===== src/rtl/multiword_add_seq.sv =====
// multiword_add_seq: wide two's-complement add/subtract built from one 12-bit
// add slice, stepped once per clock from the least significant limb upward with
// the carry held in a register between limbs.
module multiword_add_seq #(
  parameter int WORDS = 4
) (
  input  logic                  clk,
  input  logic                  rst_n,
  input  logic                  start,
  input  logic                  sub,
  input  logic [12*WORDS-1:0]   a,
  input  logic [12*WORDS-1:0]   b,
  output logic                  busy,
  output logic                  done,
  output logic [12*WORDS-1:0]   sum,
  output logic                  cout,
  output logic                  ovf
);

  localparam int LIMB  = 12;
  localparam int W     = LIMB * WORDS;
  localparam int IDX_W = (WORDS > 1) ? $clog2(WORDS) : 1;
  localparam logic [IDX_W-1:0] LAST = IDX_W'(WORDS - 1);

  typedef enum logic {IDLE, RUN} state_t;

  state_t           state;
  state_t           state_next;
  logic [W-1:0]     opa;
  logic [W-1:0]     opb;
  logic [W-1:0]     acc;
  logic [W-1:0]     acc_merged;
  logic [IDX_W-1:0] idx;
  logic             carry;
  logic [LIMB-1:0]  limb_a;
  logic [LIMB-1:0]  limb_b;
  logic [LIMB-1:0]  limb_s;
  logic             limb_co;
  logic             last_limb;

  // The single narrow adder slice: {co, s} = x + y + ci.
  function automatic logic [LIMB:0] limb_add(input logic [LIMB-1:0] x,
                                             input logic [LIMB-1:0] y,
                                             input logic            ci);
    return {1'b0, x} + {1'b0, y} + {{LIMB{1'b0}}, ci};
  endfunction

  // Signed overflow: operands agree in sign but the result sign differs.
  function automatic logic signed_ovf(input logic msb_a,
                                      input logic msb_b,
                                      input logic msb_s);
    return (msb_a == msb_b) && (msb_s != msb_a);
  endfunction

  // Select the current limb, add it, and merge the result into the accumulator.
  always_comb begin
    limb_a                       = opa[idx*LIMB +: LIMB];
    limb_b                       = opb[idx*LIMB +: LIMB];
    {limb_co, limb_s}            = limb_add(limb_a, limb_b, carry);
    acc_merged                   = acc;
    acc_merged[idx*LIMB +: LIMB] = limb_s;
  end

  assign last_limb = (idx == LAST);

  // busy rises once the first limb has been consumed and drops with done.
  assign busy = (state == RUN) && (idx != '0);

  // State register.
  always_ff @(posedge clk or negedge rst_n) begin
    if (!rst_n) state <= IDLE;
    else        state <= state_next;
  end

  // Next state: accept a request in IDLE, return after the top limb.
  always_comb begin
    state_next = state;
    case (state)
      IDLE:    if (start) state_next = RUN;
      RUN:     if (last_limb) state_next = IDLE;
      default: state_next = IDLE;
    endcase
  end

  // Operand capture, limb stepping, and result publication on completion.
  always_ff @(posedge clk or negedge rst_n) begin
    if (!rst_n) begin
      opa   <= '0;
      opb   <= '0;
      acc   <= '0;
      idx   <= '0;
      carry <= 1'b0;
      sum   <= '0;
      cout  <= 1'b0;
      ovf   <= 1'b0;
      done  <= 1'b0;
    end else begin
      done <= 1'b0;
      case (state)
        IDLE: begin
          if (start) begin
            // Subtraction is a + ~b + 1: invert B once here, seed carry with 1.
            opa   <= a;
            opb   <= b ^ {W{sub}};
            carry <= sub;
            idx   <= '0;
          end
        end
        RUN: begin
          acc   <= acc_merged;
          carry <= limb_co;
          if (last_limb) begin
            idx  <= '0;
            sum  <= acc_merged;
            cout <= limb_co;
            ovf  <= signed_ovf(opa[W-1], opb[W-1], limb_s[LIMB-1]);
            done <= 1'b1;
          end else begin
            idx <= idx + 1'b1;
          end
        end
        default: ;
      endcase
    end
  end

endmodule


===== config.mk =====
export PLATFORM = sky130hd
export DESIGN_NAME = multiword_add_seq
export DESIGN_NICKNAME = d
export VERILOG_FILES = /design/src/rtl/multiword_add_seq.sv
export SDC_FILE = /design/constraint.sdc
export NUM_CORES = 1
export LEC_CHECK = 0
export ABC_AREA = 1
export CAP_MARGIN = 20
export CORE_ASPECT_RATIO = 0.5
export CORE_MARGIN = 2
export CORE_UTILIZATION = 35
export CTS_CLUSTER_DIAMETER = 30
export DETAILED_ROUTE_END_ITERATION = 8
export PLACE_DENSITY = 0.57
export SYNTH_ARGS = -nofsm -noshare
export SYNTH_HDL_FRONTEND = slang
export SYNTH_SLANG_ARGS = --single-unit

===== constraint.sdc =====
create_clock -name clk -period 3.55 [get_ports clk]
set_input_delay 0.5325 -clock clk [delete_from_list [all_inputs] [get_ports clk]]
set_output_delay 0.5325 -clock clk [all_outputs]
set_load 0.005 [all_outputs]

==> flow_metrics.env, run 1 <==
export IMPL_dieHeight_um=126
export IMPL_worst_clock_skew_ps=10.7
export IMPL_drive_gt1_frac=0.0735
export IMPL_finalWirelength_um=31100
export IMPL_grt_usage=0.209
export IMPL_crit_chain="buf_4 -> o21ai_0 -> o22ai_1 -> fa_1 -> fa_1 -> nand2_1 -> nand3_2 -> nand3_2 -> nand2_1 -> nand2_1 -> nand2_1 -> nand2_1 -> nand2_1 -> o31ai_1 -> nand2_1 -> nand2_1 -> nand2_1 -> nand2_1"
export IMPL_p_sw_mw=7.25
export IMPL_synth_xor_area_frac=0.0447
export IMPL_yosysWarnings=0
export IMPL_post_place_cells=1828
export IMPL_num_rows=44
export IMPL_clock_sinks=199
export IMPL_ant_nets=0
export IMPL_grt_pass1_wl_um=50400
export IMPL_placed_area_um2=12300
export IMPL_swShare=0.490
export IMPL_ys_ff_latch=199
export IMPL_crit_top_cell="nand2_1"
export IMPL_timing_rr_end="sum[6]"
export IMPL_netlist_area_um2=10400
export IMPL_powerDensity_nw_per_um2=1140
export IMPL_ys_types=40
export IMPL_gr_total_overflow=0
export IMPL_p_clk_frac=0.153
export IMPL_crit_fanout=8
export IMPL_dp_hpwl_um=22400
export IMPL_rr_worst_depth=18
export IMPL_cap_violations=0
export IMPL_cell_internal_pwr_mw=7.55
export IMPL_power_mw=14.8
export IMPL_synth_nets=1454
export IMPL_nNetsFinal=1575
export IMPL_layout_commonest_cell="nand2_1"
export IMPL_cts_max_path_buffers=2
export IMPL_htreeDepth=4
export IMPL_first_iter_violations=850
export IMPL_rsz0062_at_grt="false"
export IMPL_final_cell_mix="531 x nand2_1, 197 x dfrtp_1, 149 x clkdlybuf4s50_1, 120 x o21ai_0, 95 x nor2_1"
export IMPL_crit_start="idx[0]"
export IMPL_criticalPathCategory="reg2reg"
export IMPL_vdd_drop_max_mv=0.528
export IMPL_finalNonFillerCells=1860
export IMPL_start_util=0.356
export IMPL_yosysSeqAreaShare=0.481
export IMPL_die_area_um2=31100
export IMPL_r2r_start="idx[0]"
export IMPL_syn_inst=1335
export IMPL_cts_root_buf="clkbuf_16"
export IMPL_required_ps=3950
export IMPL_num_vias=9210
export IMPL_fillers=2980
export IMPL_crit_family="simple AND/OR/NAND/NOR gates"
export IMPL_start_kind="flip-flop"
export IMPL_grt_max_degree=132
export IMPL_p_leak_nw=6.19
export IMPL_tritoncts="yes"
export IMPL_reg2reg_slack_ps=240
export IMPL_fmax_ghz=0.302
export IMPL_drt_pass1_iter_count=5
export IMPL_syn2layout_area_growth_pct=25.5
export IMPL_ys_flop_type="dfrtp_1"
export IMPL_seq_power_share=0.262
export IMPL_finalHoldViolations=0
export IMPL_worst_pin_slew_ps=937
export IMPL_clock_latency_ps=460
export IMPL_synth_top_family_by_area="simple AND/OR/NAND/NOR gates"
export IMPL_numCtsBuffers=17
export IMPL_min_path_type="in2async"
export IMPL_grt_pass1_vias=9088
export IMPL_synth_compound_area_frac=0.113
export IMPL_critPathArrivalTime_ps=3710
export IMPL_core_area_um2=29100
export IMPL_comb_power_share=0.585
export IMPL_fin_crit_sh=0.932
export IMPL_design_area_um2=13000
export IMPL_crit_path_end_kind="flip-flop"
export IMPL_syn_area_per_cell_um2=7.76
export IMPL_slew_viol_final=0
export IMPL_synthAdderAreaFrac=0.0244
export IMPL_fin_hold_ws_ps=211
export IMPL_clk_pin_slew_ps=70
export IMPL_synth_mux_area_frac=0
export IMPL_antennaDiodeCount=0
export IMPL_synth_edf_count=0
export IMPL_gp_congestion=0.959
export IMPL_viasPerCell=4.95
export IMPL_wl_per_cell_um=16.7
export IMPL_max_slew_margin_rel=0.376
export IMPL_async_reset_ff_frac=1.00
export IMPL_ctsHoldBuffers=0
export IMPL_setup_viol=0
export IMPL_synth_simple_gate_area_share=0.284
export IMPL_cp_slowest_cell="dfrtp_2"
export IMPL_finalSetupTns_ps=0
export IMPL_post_route_drc_count=0
export IMPL_ios=152
export IMPL_antenna_found_initial=0
export IMPL_portBuffers=151
export IMPL_status="finished, final reports clean"
export IMPL_period_needed_ps=3310
export IMPL_worst_path_buf_inv=1
export IMPL_max_stage_delay_ps=470
export IMPL_die_w_um=247
==> worst max-delay path by stage <==
stage               endpoint  depth (start not counted)
CTS                  sum[10]                         16
global route         acc[46]                         19
floorplan            acc[30]                         21
detailed placement   sum[10]                         16
global placement     sum[10]                         16
finish                sum[6]                         18
==> timing repair <==
item                       4_1_cts  5_1_grt
gates resized for setup          0        3
setup buffers                    0        0
setup endpoints to repair        0        4
==> power by group through the flow <==
stage,clock network [mW],registers [mW],logic [mW]
floorplan,0,3.68,5.72
global placement,0,3.91,8.41
detailed placement,0,3.91,8.51
CTS,2.31,3.88,8.55
global route,2.39,3.98,9.67
finish,2.27,3.88,8.66
==> logic make-up after synthesis <==
kind of cell	count (synthesis)
buf+inv	135
flops	199
simple gates	722
compound gates	208
fa+ha+maj	19
xor+xnor	52
==> registers in the layout (all words and copies together) (netlist names) <==
register,count
carry,1
ovf,1
opb,48
idx,2
opa,48
acc,48
state,1
done,1
cout,1
sum,48
==> cells in the mapped netlist, types with 8 or more instances <==
cell        n  area, um^2
nand2_1   532        2000
buf_2      21         105
ha_1       17         213
dfrtp_1   199        4980
clkbuf_1   45         169
nor2_1     96         360
o21ai_0   121         606
o22ai_1    28         175
a31oi_1    26         163
inv_1      52         195
nand3_2     8        80.1
xnor2_1    50         438
nand4_1    18         113
nand3_1    49         245
o21ai_1     9        45.0
==> worst register-to-register path, delay by kind of cell, from the launching register on <==
kind            cells  cell delay [ps]
compound gates      3              540
fa+ha+maj           2              900
buf+inv             1              180
flops               1              470
simple gates       12             1170
==> metal layers <==
layer	up-vias	global-route usage	wire length [um]
met3	22	0.0405	1350
met2	188	0.327	14300
li1	4539	-	-
met1	4461	0.302	15200
met5	-	0	0
met4	0	0.0412	309
==> through the flow <==
| stage | setup WS, ps | utilization |
|---|---|---|
| CTS | 180 | 0.447 |
| global placement | 261 | 0.423 |
| detailed placement | 200 | 0.423 |
| finish | 241 | 0.447 |
| floorplan | 446 | - |
| global route | 16.6 | 0.447 |
==> area by class of cell <==
cell class / count / area, um^2 / share of cell area
inverters: 59 / 221 / 0.0170
flip-flops and latches: 199 / 4980 / 0.383
well taps: 391 / 489 / 0.0376
multi-input cells: 1001 / 4840 / 0.373
clock buffers: 18 / 439 / 0.0338
clock inverters: 14 / 243 / 0.0187
repair buffers: 178 / 1780 / 0.137
Power figures use the tool's default switching activity.
==> run 2, diff against run 1 <==
--- a/config.mk
+++ b/config.mk
@@ -13,6 +13,7 @@
 export CTS_CLUSTER_DIAMETER = 30
 export DETAILED_ROUTE_END_ITERATION = 8
 export PLACE_DENSITY = 0.57
+export RECOVER_POWER = 50
 export SYNTH_ARGS = -nofsm -noshare
 export SYNTH_HDL_FRONTEND = slang
 export SYNTH_SLANG_ARGS = --single-unit
==> flow_metrics.env, run 2 (synthesis results as in run 1) <==
export IMPL_fmax_ghz=0.301
export IMPL_period_needed_ps=3320
export IMPL_status="complete, but fails checks"
export IMPL_gp_congestion=0.959
export IMPL_gr_total_overflow=0
export IMPL_cp_endpoint="sum[6]"
export IMPL_ant_nets=0
export IMPL_p_clk_frac=0.154
export IMPL_fin_hold_ws_ps=181
export IMPL_crit_fanout=8
export IMPL_first_iter_violations=877
export IMPL_grt_pass1_wl_um=50400
export IMPL_clk_pin_slew_ps=70
export IMPL_dieHeight_um=126
export IMPL_cts_root_buf="clkbuf_16"
export IMPL_worst_clock_skew_ps=14.4
export IMPL_reg2reg_slack_ps=230
export IMPL_drt_pass1_iter_count=6
export IMPL_vdd_drop_max_mv=0.531
export IMPL_fin_crit_sh=0.934
export IMPL_fin_util=0.446
export IMPL_nNetsFinal=1575
export IMPL_cap_violations=2
export IMPL_crit_path_end_kind="flip-flop"
export IMPL_cell_internal_pwr_mw=7.52
export IMPL_cp_slowest_cell="dfrtp_2"
export IMPL_wl_per_cell_um=16.7
export IMPL_start_util=0.356
export IMPL_post_route_drc_count=0
export IMPL_worst_path_buf_inv=1
export IMPL_die_w_um=247
export IMPL_rsz0062_at_grt="false"
export IMPL_start_kind="flip-flop"
export IMPL_htreeDepth=4
export IMPL_critPathArrivalTime_ps=3720
export IMPL_setup_viol=0
export IMPL_finalHoldViolations=0
export IMPL_timing_rr_end="sum[6]"
export IMPL_p_leak_nw=6.20
export IMPL_violations="max-capacitance violations, max-slew violations"
export IMPL_layout_commonest_cell="nand2_1"
export IMPL_num_rows=44
export IMPL_fillers=2986
export IMPL_finalWirelength_um=31000
export IMPL_clock_sinks=199
export IMPL_rr_worst_depth=18
export IMPL_ctsHoldBuffers=0
export IMPL_num_vias=9214
export IMPL_min_path_type="in2async"
export IMPL_path_depth=18
export IMPL_viasPerCell=4.95
export IMPL_tritoncts="yes"
export IMPL_swShare=0.490
export IMPL_clock_latency_ps=470
export IMPL_slew_viol_final=72
export IMPL_portBuffers=151
export IMPL_syn2layout_area_growth_pct=25.1
export IMPL_fin_ws_ps=233
export IMPL_dp_hpwl_um=22400
export IMPL_worst_pin_slew_ps=2320
export IMPL_r2r_start="idx[0]"
export IMPL_ios=152
export IMPL_antenna_found_initial=0
export IMPL_finalSetupTns_ps=0
export IMPL_dp_slack_ps=200
export IMPL_max_slew_margin_rel=-0.550
export IMPL_grt_usage=0.209
export IMPL_grt_pass1_vias=9088
export IMPL_antennaDiodeCount=0
export IMPL_powerDensity_nw_per_um2=1140
export IMPL_drive_gt1_frac=0.0722
export IMPL_p_sw_mw=7.23
export IMPL_crit_start="idx[0]"
export IMPL_required_ps=3950
export IMPL_crit_chain="buf_4 -> o21ai_0 -> o22ai_1 -> fa_1 -> fa_1 -> nand2_1 -> nand3_2 -> nand3_2 -> nand2_1 -> nand2_1 -> nand2_1 -> nand2_1 -> nand2_1 -> o31ai_1 -> nand2_1 -> nand2_1 -> nand2_1 -> nand2_1"
export IMPL_die_area_um2=31100
export IMPL_max_stage_delay_ps=470
export IMPL_numCtsBuffers=17
export IMPL_cts_max_path_buffers=2
export IMPL_crit_family="simple AND/OR/NAND/NOR gates"
export IMPL_grt_max_degree=132
export IMPL_core_area_um2=29100
export IMPL_seq_power_share=0.263
export IMPL_criticalPathCategory="reg2reg"
export IMPL_crit_top_cell="nand2_1"
export IMPL_final_cell_mix="531 x nand2_1, 197 x dfrtp_1, 136 x clkdlybuf4s50_1, 120 x o21ai_0, 95 x nor2_1"
export IMPL_comb_power_share=0.583
==> run 2: cell count changes in the layout (fill, tap and decap cells not counted) <==
cell	delta
buf_2	-1
buf_4	-1
buf_12	-2
dlygate4sd3_1	+13
clkdlybuf4s50_1	-13
clkbuf_1	+2
clkbuf_2	+2
==> run 2: power by group through the flow <==
stage	clock (mW)	sequential (mW)	combinational, mW
after floorplan	0	3.68	5.72
after detailed placement	0	3.91	8.51
after global routing	2.39	3.98	9.65
after global placement	0	3.91	8.41
final	2.27	3.87	8.61
after CTS	2.31	3.88	8.55
==> run 2: final cells by class <==
cell class                 instances  area, um^2  share of cell area
clock inverter                    14         243              0.0187
tap                              391         489              0.0377
clock buffer                      18         439              0.0339
multi-input combinational       1001        4840               0.374
sequential                       199        4980               0.384
inverter                          59         221              0.0171
timing repair buffer             178        1740               0.134
==> run 2: worst reg2reg max path: cells and delay by family (launching register included) <==
family	cells	cell delay, ps
flip-flops	1	470
adder cells (fa/ha/maj)	2	890
AO/OA/AOI/OAI	3	550
buffers and inverters	1	180
AND/OR/NAND/NOR	12	1150
==> run 2: repair_timing <==
item                       in CTS  in global routing
gates resized for setup         0                  3
setup endpoints to repair       0                  4
buffers inserted                0                  0
==> run 2: worst min path at each step <==
| stage | to | cells past startpoint | from |
|---|---|---|---|
| 6_report | opa[12] | 1 | rst_n |
| 5_1_grt | opa[7] | 1 | rst_n |
| 4_1_cts | opa[7] | 1 | rst_n |
| 3_5_place_dp | opa[32] | 2 | opa[32] |
| 3_3_place_gp | acc[8] | 2 | acc[8] |
| 2_1_floorplan | acc[0] | 0 | rst_n |
==> run 2: metal layers <==
metal  routed length [um]  vias to the layer above  share of wire  global-route usage
met4                  354                        0          0.011              0.0412
li1                     -                     4537              -                   -
met3                 1470                       32          0.047              0.0405
met2                14200                      202           0.46               0.327
met5                    0                        -              0                   0
met1                15000                     4443           0.48               0.302
==> run 2: metrics by stage <==
| stage | cells | total power, mW | area, um^2 |
|---|---|---|---|
| detailed placement | 1828 | 12.4 | 12300 |
| floorplan | 1335 | 9.40 | 10400 |
| global placement | 1828 | 12.3 | 12300 |
| global route | 1860 | 16.0 | 13000 |
| finish | 1860 | 14.8 | 13000 |
| CTS | 1860 | 14.7 | 13000 |
==> run 3, diff against run 2 <==
--- a/config.mk
+++ b/config.mk
@@ -8,12 +8,12 @@
 export ABC_AREA = 1
 export CAP_MARGIN = 20
 export CORE_ASPECT_RATIO = 0.5
-export CORE_MARGIN = 2
 export CORE_UTILIZATION = 35
 export CTS_CLUSTER_DIAMETER = 30
 export DETAILED_ROUTE_END_ITERATION = 8
 export PLACE_DENSITY = 0.57
 export RECOVER_POWER = 50
+export SKIP_CTS_REPAIR_TIMING = 1
 export SYNTH_ARGS = -nofsm -noshare
 export SYNTH_HDL_FRONTEND = slang
 export SYNTH_SLANG_ARGS = --single-unit
==> flow_metrics.env, run 3 (synthesis results as in run 1) <==
export IMPL_fin_crit_sh=0.942
export IMPL_p_leak_nw=6.22
export IMPL_grt_pass1_vias=8982
export IMPL_clk_pin_slew_ps=70
export IMPL_criticalPathCategory="reg2reg"
export IMPL_finalHoldViolations=0
export IMPL_final_cell_mix="531 x nand2_1, 197 x dfrtp_1, 124 x clkdlybuf4s50_1, 121 x o21ai_0, 96 x nor2_1"
export IMPL_dieHeight_um=124
export IMPL_rsz0062_at_grt="false"
export IMPL_antenna_found_initial=0
export IMPL_required_ps=3950
export IMPL_drt_pass1_iter_count=7
export IMPL_crit_chain="inv_2 -> o21ai_0 -> o22ai_1 -> fa_1 -> fa_1 -> nand2_1 -> nand3_2 -> nand3_2 -> nand3_1 -> nand3_1 -> nand3_1 -> nor2_1 -> nand2_1 -> o21bai_2 -> nand3_1 -> nand2_1"
export IMPL_tritoncts="yes"
export IMPL_ios=152
export IMPL_cts_root_buf="clkbuf_16"
export IMPL_crit_path_end_kind="flip-flop"
export IMPL_die_area_um2=30300
export IMPL_powerDensity_nw_per_um2=1120
export IMPL_vdd_drop_max_mv=0.625
export IMPL_grt_pass1_wl_um=50300
export IMPL_violations="design-rule violations, max-capacitance violations, max-slew violations"
export IMPL_die_w_um=245
export IMPL_slew_viol_final=67
export IMPL_crit_top_cell="nand3_1"
export IMPL_fin_hold_ws_ps=474
export IMPL_cp_slowest_cell="fa_1"
export IMPL_fillers=2962
export IMPL_grt_usage=0.217
export IMPL_portBuffers=151
export IMPL_worst_clock_skew_ps=10.7
export IMPL_start_util=0.356
export IMPL_clock_sinks=199
export IMPL_period_needed_ps=3340
export IMPL_wl_per_cell_um=16.9
export IMPL_min_path_type="reg2reg"
export IMPL_num_vias=9270
export IMPL_numCtsBuffers=17
export IMPL_dp_hpwl_um=23000
export IMPL_setup_viol=0
export IMPL_dp_slack_ps=241
export IMPL_gr_total_overflow=0
export IMPL_drive_gt1_frac=0.0720
export IMPL_crit_fanout=10
export IMPL_core_area_um2=29100
export IMPL_syn2layout_area_growth_pct=24.7
export IMPL_cap_violations=1
export IMPL_max_slew_margin_rel=-0.201
export IMPL_num_rows=44
export IMPL_worst_pin_slew_ps=1800
export IMPL_status="complete, but fails checks"
export IMPL_critPathArrivalTime_ps=3740
export IMPL_start_kind="flip-flop"
export IMPL_fin_ws_ps=207
export IMPL_finalSetupTns_ps=0
export IMPL_htreeDepth=4
export IMPL_gp_congestion=0.929
export IMPL_antennaDiodeCount=0
export IMPL_grt_max_degree=81
export IMPL_first_iter_violations=754
export IMPL_fmax_ghz=0.299
export IMPL_post_route_drc_count=3
export IMPL_cts_max_path_buffers=2
export IMPL_nNetsFinal=1580
export IMPL_layout_commonest_cell="nand2_1"
export IMPL_clock_latency_ps=460
export IMPL_finalWirelength_um=31600
export IMPL_viasPerCell=4.97
export IMPL_fin_util=0.444
export IMPL_max_stage_delay_ps=470
export IMPL_ant_nets=0
-- run 3: worst paths after layout --
check	startpoint	end	slack (ps)	cells after the start
max reg2reg	idx[0]	acc[10]	210	16
min	sum[25]	sum[25]	470	2
max	idx[0]	acc[10]	210	16
max in group asynchronous	rst_n	acc[33]	900	2
min reg2reg	sum[25]	sum[25]	470	2
min in group asynchronous	rst_n	sum[47]	570	1
-- run 3: layout make-up --
class,instances,area [um^2],area share
clock buffer,25,505,0.0392
clock inverter,6,90.1,0.00698
inverter,59,221,0.0172
multi-input combinational,1001,4840,0.375
sequential,199,4980,0.386
tap,391,489,0.0379
timing repair buffer,183,1790,0.138
-- run 3: worst max-delay path, delay by kind of cell (launching register included) --
kind	cells	cell delay, ps
compound gates	3	560
fa+ha+maj	2	890
buf+inv	1	130
simple gates	10	1270
flops	1	450
-- run 3: where the power goes --
group	total, mW	internal (mW)	switching [mW]
Clock	1.99	1.13	0.863
Combinational	8.63	2.94	5.69
Sequential	3.84	3.24	0.607
-- run 3: through the flow --
stage	power [mW]	cell area (um^2)	cells
after global placement	12.4	12300	1831
after CTS	14.5	12900	1862
final	14.5	12900	1864
after floorplan	9.40	10400	1335
after detailed placement	12.4	12300	1831
after global routing	15.7	12900	1864
-- run 3: routing by layer --
| metal | up-vias | share of wire | track usage |
|---|---|---|---|
| li1 | 4557 | - | - |
| met1 | 4486 | 0.48 | 0.306 |
| met2 | 202 | 0.47 | 0.348 |
| met3 | 25 | 0.039 | 0.0371 |
| met4 | 0 | 0.011 | 0.0551 |
| met5 | - | 0 | 0 |
